[config.mk]
export PLATFORM = sky130hd
export DESIGN_NAME = instruction_fetch
export DESIGN_NICKNAME = d
export VERILOG_FILES = /design/src/rtl/instruction_fetch.sv
export SDC_FILE = /design/constraint.sdc
export NUM_CORES = 1
export LEC_CHECK = 0
export CAP_MARGIN = 15
export CORE_ASPECT_RATIO = 0.7
export CORE_MARGIN = 2
export CORE_UTILIZATION = 35
export DETAILED_ROUTE_END_ITERATION = 6
export GPL_TIMING_DRIVEN = 1
export HOLD_SLACK_MARGIN = 0.03
export PLACE_DENSITY_LB_ADDON = 0.3
export SKIP_CTS_REPAIR_TIMING = 1
export SYNTH_ARGS = -nofsm -noshare
export SYNTH_HDL_FRONTEND = slang
export SYNTH_SLANG_ARGS = --single-unit
[constraint.sdc]
create_clock -name clk -period 2.7 [get_ports clk]
set_clock_uncertainty 0.15 [all_clocks]
set_input_delay 0.54 -clock clk [delete_from_list [all_inputs] [get_ports clk]]
set_output_delay 0.54 -clock clk [all_outputs]
set_load 0.02 [all_outputs]
[src/rtl/instruction_fetch.sv]
// -----------------------------------------------------------------------------
// instruction_fetch
//   Fetch stage. Holds the fetch PC, keeps at most one instruction-memory
//   request outstanding, buffers returned words in a small FIFO and presents
//   the FIFO head to decode through a valid/ready handshake. A branch/jump
//   redirect flushes the buffer. If a request is still in flight when the
//   redirect arrives, the stage waits for that request to complete and drops
//   its data before it fetches from the new address.
//
// Ports
//   clk          in   1   system clock, rising edge
//   rst_n        in   1   asynchronous active-low reset
//   imem_req     out  1   memory request, held until imem_ack
//   imem_addr    out  32  word-aligned fetch address, stable while imem_req=1
//   imem_ack     in   1   memory completion, ignored while imem_req=0
//   imem_rdata   in   32  instruction word, valid with imem_ack
//   redirect     in   1   branch/jump taken (single-cycle pulse)
//   redirect_pc  in   32  new fetch address, bits [1:0] ignored
//   dec_valid    out  1   buffer head valid
//   dec_ready    in   1   decode accepts head
//   dec_instr    out  32  head instruction, 0 when dec_valid=0
//   dec_pc       out  32  head instruction address, 0 when dec_valid=0
//   dec_imm16    out  16  dec_instr[15:0], raw immediate for the sign extender
// -----------------------------------------------------------------------------
module instruction_fetch #(
  parameter logic [31:0] RESET_PC  = 32'h0000_0000,
  parameter int unsigned BUF_DEPTH = 2
) (
  input  logic        clk,
  input  logic        rst_n,
  output logic        imem_req,
  output logic [31:0] imem_addr,
  input  logic        imem_ack,
  input  logic [31:0] imem_rdata,
  input  logic        redirect,
  input  logic [31:0] redirect_pc,
  output logic        dec_valid,
  input  logic        dec_ready,
  output logic [31:0] dec_instr,
  output logic [31:0] dec_pc,
  output logic [15:0] dec_imm16
);

  localparam int unsigned   CW         = $clog2(BUF_DEPTH + 1);
  localparam int unsigned   PW         = (BUF_DEPTH > 1) ? $clog2(BUF_DEPTH) : 1;
  localparam logic [CW-1:0] DEPTH_C    = CW'(BUF_DEPTH);
  localparam logic [PW-1:0] LAST_PTR_C = PW'(BUF_DEPTH - 1);

  typedef enum logic [1:0] {
    ST_IDLE    = 2'd0,
    ST_WAIT    = 2'd1,
    ST_DISCARD = 2'd2
  } state_e;

  state_e        state_q, state_d;
  logic [31:0]   fetch_pc_q, fetch_pc_d;
  logic [31:0]   pending_pc_q, pending_pc_d;
  logic [CW-1:0] count_q, count_d;
  logic [PW-1:0] rd_ptr_q, rd_ptr_d;
  logic [PW-1:0] wr_ptr_q, wr_ptr_d;
  logic [31:0]   instr_buf_q [BUF_DEPTH];
  logic [31:0]   pc_buf_q    [BUF_DEPTH];

  logic          ack_s;
  logic          pop_s;
  logic          push_s;
  logic          space_s;
  logic [31:0]   redir_pc_s;
  logic          unused_redirect_lsb_s;

  // Circular pointer advance; also correct for depths that are not powers of two.
  function automatic logic [PW-1:0] next_ptr(input logic [PW-1:0] ptr);
    if (ptr == LAST_PTR_C) begin
      next_ptr = '0;
    end else begin
      next_ptr = ptr + PW'(1);
    end
  endfunction

  assign redir_pc_s            = {redirect_pc[31:2], 2'b00};
  assign unused_redirect_lsb_s = ^redirect_pc[1:0];

  // A completion only counts while a request is actually on the bus.
  assign ack_s  = imem_ack & imem_req;
  assign pop_s  = dec_valid & dec_ready;
  // Data is only kept for a live WAIT request that is not being redirected away.
  assign push_s = (state_q == ST_WAIT) & ack_s & ~redirect;

  // Buffer occupancy and pointers; a redirect empties the buffer and beats push/pop.
  always_comb begin
    count_d  = count_q;
    rd_ptr_d = rd_ptr_q;
    wr_ptr_d = wr_ptr_q;
    if (redirect) begin
      count_d  = '0;
      rd_ptr_d = '0;
      wr_ptr_d = '0;
    end else begin
      count_d = count_q + {{(CW-1){1'b0}}, push_s} - {{(CW-1){1'b0}}, pop_s};
      if (pop_s) begin
        rd_ptr_d = next_ptr(rd_ptr_q);
      end else begin
        rd_ptr_d = rd_ptr_q;
      end
      if (push_s) begin
        wr_ptr_d = next_ptr(wr_ptr_q);
      end else begin
        wr_ptr_d = wr_ptr_q;
      end
    end
  end

  // Space looks at the occupancy after this edge, so a full buffer being popped keeps fetching.
  assign space_s = (count_d < DEPTH_C);

  // Fetch FSM next-state and fetch/pending PC update.
  always_comb begin
    state_d      = state_q;
    fetch_pc_d   = fetch_pc_q;
    pending_pc_d = pending_pc_q;
    case (state_q)
      ST_IDLE: begin
        if (redirect) begin
          fetch_pc_d = redir_pc_s;
          state_d    = ST_WAIT;
        end else if (space_s) begin
          state_d = ST_WAIT;
        end else begin
          state_d = ST_IDLE;
        end
      end
      ST_WAIT: begin
        if (redirect && ack_s) begin
          // Old request retires this edge, so the new address can go out at once.
          fetch_pc_d = redir_pc_s;
          state_d    = ST_WAIT;
        end else if (redirect) begin
          // imem_addr must stay stable until the old request completes.
          pending_pc_d = redir_pc_s;
          state_d      = ST_DISCARD;
        end else if (ack_s) begin
          fetch_pc_d = fetch_pc_q + 32'd4;
          if (space_s) begin
            state_d = ST_WAIT;
          end else begin
            state_d = ST_IDLE;
          end
        end else begin
          state_d = ST_WAIT;
        end
      end
      ST_DISCARD: begin
        if (ack_s) begin
          // The newest redirect wins if one arrives together with the completion.
          if (redirect) begin
            fetch_pc_d = redir_pc_s;
          end else begin
            fetch_pc_d = pending_pc_q;
          end
          state_d = ST_WAIT;
        end else if (redirect) begin
          pending_pc_d = redir_pc_s;
          state_d      = ST_DISCARD;
        end else begin
          state_d = ST_DISCARD;
        end
      end
      default: begin
        state_d = ST_IDLE;
      end
    endcase
  end

  // State, PC and buffer-control registers.
  always_ff @(posedge clk or negedge rst_n) begin
    if (!rst_n) begin
      state_q      <= ST_IDLE;
      fetch_pc_q   <= RESET_PC;
      pending_pc_q <= RESET_PC;
      count_q      <= '0;
      rd_ptr_q     <= '0;
      wr_ptr_q     <= '0;
    end else begin
      state_q      <= state_d;
      fetch_pc_q   <= fetch_pc_d;
      pending_pc_q <= pending_pc_d;
      count_q      <= count_d;
      rd_ptr_q     <= rd_ptr_d;
      wr_ptr_q     <= wr_ptr_d;
    end
  end

  // Buffer storage: one {pc, instruction} pair per entry.
  always_ff @(posedge clk or negedge rst_n) begin
    if (!rst_n) begin
      for (int i = 0; i < BUF_DEPTH; i++) begin
        instr_buf_q[i] <= 32'h0000_0000;
        pc_buf_q[i]    <= 32'h0000_0000;
      end
    end else if (push_s) begin
      instr_buf_q[wr_ptr_q] <= imem_rdata;
      pc_buf_q[wr_ptr_q]    <= fetch_pc_q;
    end
  end

  assign imem_req  = (state_q != ST_IDLE);
  assign imem_addr = fetch_pc_q;
  assign dec_valid = (count_q != '0);
  assign dec_instr = dec_valid ? instr_buf_q[rd_ptr_q] : 32'h0000_0000;
  assign dec_pc    = dec_valid ? pc_buf_q[rd_ptr_q]    : 32'h0000_0000;
  assign dec_imm16 = dec_instr[15:0];

endmodule

* After elaboration in Yosys (flattened, before gate mapping)
Index checks and enable logic that the tools add are counted.
** Word-level totals
- Bits in latches :: 0
- Memories :: 0
- Bits of input ports :: 69
- Memory bits (read-only) :: 0
- Logic and storage cells :: 81
- RAM bits :: 0
- Register bits :: 198
** Operators by class
- Mux-type cells :: 36
- Reductions and logical operators :: 11
- Multipliers :: 0
- Div/mod/pow operators :: 0
- Shift-type cells :: 0
- Order comparisons :: 4
- Add/sub/neg operators :: 5
- Bitwise gates (word level) :: 7
- Eq/ne operators :: 8
** Operator list (number)
- 32-bit 2-to-1 mux :: 17
- 64-bit bitwise mux :: 2
- 32-bit case mux with 3 select lines :: 1
- 32-bit case mux with 2 select lines :: 1
- 32-bit by 3-bit adder with 32-bit output (second input constant) :: 1
- 32-bit demux with 1-bit select :: 1
- 2-bit 2-to-1 mux :: 5
- 2-bit nonzero test :: 5
- 1-bit 2-to-1 mux :: 8
- 2-bit inequality test (second input constant) :: 4
- 3-bit by 2-bit inequality test with 1-bit output (second input constant) :: 2
- 2-bit case mux with 3 select lines :: 1
- 5-bit AND reduction :: 1
- 1-bit bitwise AND :: 4
- 2-bit >= comparator (second input constant) :: 2
- 1-bit inverter with 2-bit output :: 2
- 3-bit AND reduction :: 1
- 3-bit nonzero test :: 1
- 1-bit adder (second input constant) :: 2
- 2-bit by 1-bit adder with 2-bit output :: 1
- 2-bit by 1-bit equality test with 1-bit output (second input constant) :: 1
- 2-bit equality test (second input constant) :: 1
- 1-bit logical AND :: 2
- 2-bit logical NOT :: 1
- other kinds (4) :: 4

* Depth between registers and ports, before layout
- Depth after elaboration :: 13
- Mapped depth :: 12

* Worst setup path before layout
No wires, ideal clock.
- Path type :: flip-flop to output port
- Start point :: register rd_ptr_q
- End point :: output port dec_instr[13]
- Cell stages (with the launch flop) :: 6
- Buffers on the path :: 3
- Arrival time :: 1626 ps
- Slack :: 384 ps
- Data required time :: 2010 ps
- Cell sequence :: dfrtp_1 > clkbuf_1 > buf_2 > mux2i_1 > nor2_1 > buf_4
** On the way
- Word-level cells in the longest chain between the ends :: 5
** RTL lines
- start: declaration :: line 59 : logic [PW-1:0] rd_ptr_q, rd_ptr_d;
- start signal: assignment :: line 188 : rd_ptr_q <= rd_ptr_d;
- 1-bit inverter with 2-bit output (not written as such) :: line 209 : assign dec_instr = dec_valid ? instr_buf_q[rd_ptr_q] : 32'h0000_0000;
- 32-bit 2-to-1 mux (not written as such) (3 in series) :: line 209
- 32-bit 2-to-1 mux :: line 209
- end: declaration :: line 39 : output logic [31:0] dec_instr,
No other way between the ends. The select of a mux whose other input is x is not followed.

* Final worst setup path
- Start point :: register rd_ptr_q
- End point :: output port dec_instr[26]
The elaborated chain is that of the path after synthesis.

==> results by group <==
Global route
  • Initial antenna violation count: 0
  • GRT Util Overall: 0.1873
  • Vias in the first global route: 7,720
  • First-pass GRT wire length: 44,490 µm
  • Overflow after GRT: 0
  • Pin count of the biggest net entering global routing: 60

Logic synthesis
  • Syn avg cell area: 11.38 µm²
  • Synthesized cell area: 0.01021 mm²
  • Syn nets: 973
  • Post-synthesis cell count: 897
  • Post-synth EDFFs: 0
  • Ys flop type: dfrtp_1
  • Synth unique cells: 82
  • Post-synth top area cell: dfrtp_1
  • Share of Yosys cell area claimed by the top area cell type: 0.4855
  • Top cells by area, synth: dfrtp_1 (49%), mux2_2 (17%), mux2i_1 (7.0%)
  • Sequential fraction of the synthesis area: 0.4855
  • Synth Warn #: 0
  • Async S/R FF share, synth: 1.000
  • FF+latch count, synth: 198

Worst setup path
  • Worst r2r path cells: 9
  • Worst path max stage delay: 0.54 ns
  • Reg2reg end: imem_addr[8]$_DFFE_PN0P_
  • Critical Path RT: 2.01 ns
  • CP arrival: 2.07 ns
  • Crit Path Class: reg -> out
  • Worst r2r src: state_q[1]$_DFF_PN0_
  • Flop2flop setup slack: 0.18 ns
  • Critical Path End Type: output port
  • Critical Path, Cell by Cell: buf_6 > mux2i_1 > nor2_1 > clkdlybuf4s50_1
  • Slowest cell on crit path: clkdlybuf4s50_1
  • Crit path launch type: flop
  • CP max FO: 12

Min path
  • Hold depth: 2
  • Hold wc startpoint: pc_buf_q[10]$_DFFE_PN0P_
  • End of the worst hold path: pc_buf_q[10]$_DFFE_PN0P_
  • Hold Crit Class: reg -> reg

Placement
  • Dpl ws: -0.2458 ns
  • Routability-driven placement congestion ratio: 0.8528
  • Post-detail-place hpwl: 20,610 µm
  • Port bufs: 180

Route
  • ANT nets after route: 0
  • Pre-antenna DRT Iters: 5
  • Drt wl/cell: 19.27 µm
  • DR iter-0 viols: 554
  • Routed vias: 8,001
  • Remaining DRCs: 0
  • Routed wire length: 28,900 µm
  • Via/cell ratio: 5.334

STA
  • Post-route minimum period: 2.759 ns
  • Max-slew violations: 0
  • Fin worst setup slack: -0.05884 ns
  • Worst-margin pin slew: 0.6882 ns
  • Unrepaired setup endpoints after global routing: yes
  • Period utilization: 1.022
  • Max_slew headroom: 0.5349
  • Final setup fails: 1
  • Final hold viol count: 0
  • Fmax: 0.3625 GHz

Floorplan
  • Core Rows: 52
  • Initial Util: 0.3541
  • Die width: 208.1 µm
  • CORE AREA: 0.02882 mm²
  • Ports: 183
  • Die area: 0.03056 mm²
  • Die Y: 146.9 µm

Final layout
  • Antenna Cells: 0
  • Filler cells: 2,632
  • Area delta synth->final: 34.69%
  • Share of cells above drive strength 1: 0.2647
  • Nets: 1,185

Clock network
  • TritonCTS sink count: 198
  • CTS Buf Count: 17
  • Clock Path Buffers: 2
  • Root Buffer: clkbuf_16
  • Clock-pin slew on the worst setup and hold paths: 0.07 ns
  • Worst-Skew Late Latency: 0.44 ns
  • CTS tree: built
  • # H-tree levels: 4

Flow run
  • Max-Cap Viols: 0

Power
  • Worst vdd ir: 0.6708 mV
  • Power density cells: 1231 mW/mm²
  • LEAKAGE: 7.051 nW
  • Overall power: 0.01692 W

Status
  • Status: finished with violations
  • Failing checks: setup timing
## final cells by class
| cell class | instances | area (µm²) | share of cell area |
|---|---|---|---|
| sequential | 198 | 4959 | 0.3607 |
| multi-input combinational | 609 | 4831 | 0.3514 |
| timing repair buffer | 270 | 2856 | 0.2078 |
| tap | 378 | 473.0 | 0.03440 |
| clock buffer | 20 | 436.7 | 0.03176 |
| clock inverter | 12 | 142.6 | 0.01038 |
| inverter | 13 | 48.80 | 0.003550 |
## sequential cells by signal, indices dropped and copies added (netlist names)
register,count
wr_ptr_q,1
pc_buf_q,64
state_q,2
imem_addr,32
rd_ptr_q,1
pending_pc_q,32
instr_buf_q,64
count_q,2
## placed cells by master (no fill, tap or decap), types with 4 or more instances in the layout
master / n
buf_12: 12
ha_1: 7
buf_4: 74
nand3_1: 14
o22ai_1: 5
a31oi_1: 4
mux2_1: 5
inv_6: 4
clkbuf_16: 18
o21ai_0: 34
a22o_1: 5
a311oi_1: 4
dlymetal6s2s_1: 79
nand4_1: 11
inv_1: 13
nand2_1: 35
o2bb2ai_1: 4
and2_1: 4
a21oi_1: 17
dfrtp_1: 197
nor2_1: 100
mux2i_1: 71
nor4_1: 10
a221oi_1: 10
clkinv_4: 4
mux2_2: 152
xor2_1: 4
a22oi_1: 8
clkdlybuf4s50_1: 100
xnor2_1: 5
nor2b_1: 6
o31ai_1: 6
nor3_1: 8
## critical path, delay by kind of cell, from the launching register on
kind,cells,cell delay (ns)
buffers and inverters,2,0.76
AND/OR/NAND/NOR,1,0.07
multiplexers,1,0.30
flip-flops,1,0.50
## worst max-delay path by stage
| stage | from | endpoint | slack (ns) | depth (start not counted) |
|---|---|---|---|---|
| 2_1_floorplan | rd_ptr_q$_DFFE_PN0P_ | dec_instr[13] | 0.38 | 5 |
| 3_3_place_gp | redirect | imem_addr[8]$_DFFE_PN0P_ | -0.21 | 8 |
| 3_5_place_dp | redirect | imem_addr[8]$_DFFE_PN0P_ | -0.25 | 8 |
| 4_1_cts | rd_ptr_q$_DFFE_PN0P_ | dec_instr[26] | -0.30 | 4 |
| 5_1_grt | rd_ptr_q$_DFFE_PN0P_ | dec_instr[26] | -0.15 | 4 |
| 6_report | rd_ptr_q$_DFFE_PN0P_ | dec_instr[26] | -0.06 | 4 |
## metrics by stage
step	hold WS [ns]	TNS (ns)	instance area, µm²	util	std cells
detailed placement	0.3201	-0.4751	12870	0.4465	1461
CTS	-0.04486	-13.95	13450	0.4666	1493
global placement	0.3142	-0.3508	12870	0.4465	1461
finish	0.3306	-0.05884	13750	0.4769	1500
global route	0.3657	-0.1540	13750	0.4769	1500
floorplan	0.09441	0	10210	-	897
## where the power goes
group / internal (W) / switching [W] / total [W] / leakage, nW
clock network: 0.00138 / 0.00117 / 0.00255 / 0.280
logic: 0.00444 / 0.00484 / 0.00928 / 4.27
registers: 0.00421 / 0.000880 / 0.00509 / 2.50
total: 0.0100 / 0.00689 / 0.0169 / 7.05
## cells in the mapped netlist, drive strengths merged, types with 13 or more instances
cell type	instances
nor2	105
mux2	157
o21ai	34
a21oi	17
mux2i	71
dfrtp	198
buf	55
clkbuf	22
inv	13
nand2	37
nand3	16
## per-layer routing
layer	global-route usage	vias to the layer above	part of all wire	wire length [µm]
met1	0.2755	4069	0.48	13930
met2	0.2785	226	0.44	12670
met4	0.04173	0	0.011	310
met5	0	-	0	0
met3	0.04553	22	0.069	1986
li1	-	3684	-	-
## cells by family after synthesis
logic type | Yosys count | synth area share
compound gates | 137 | 0.09648
xor+xnor | 10 | 0.008581
fa+ha+maj | 7 | 0.008581
buf+inv | 90 | 0.04364
flops | 198 | 0.4855
mux | 228 | 0.2429
simple gates | 227 | 0.1144
Note: power is estimated with default switching activity, not from simulation.
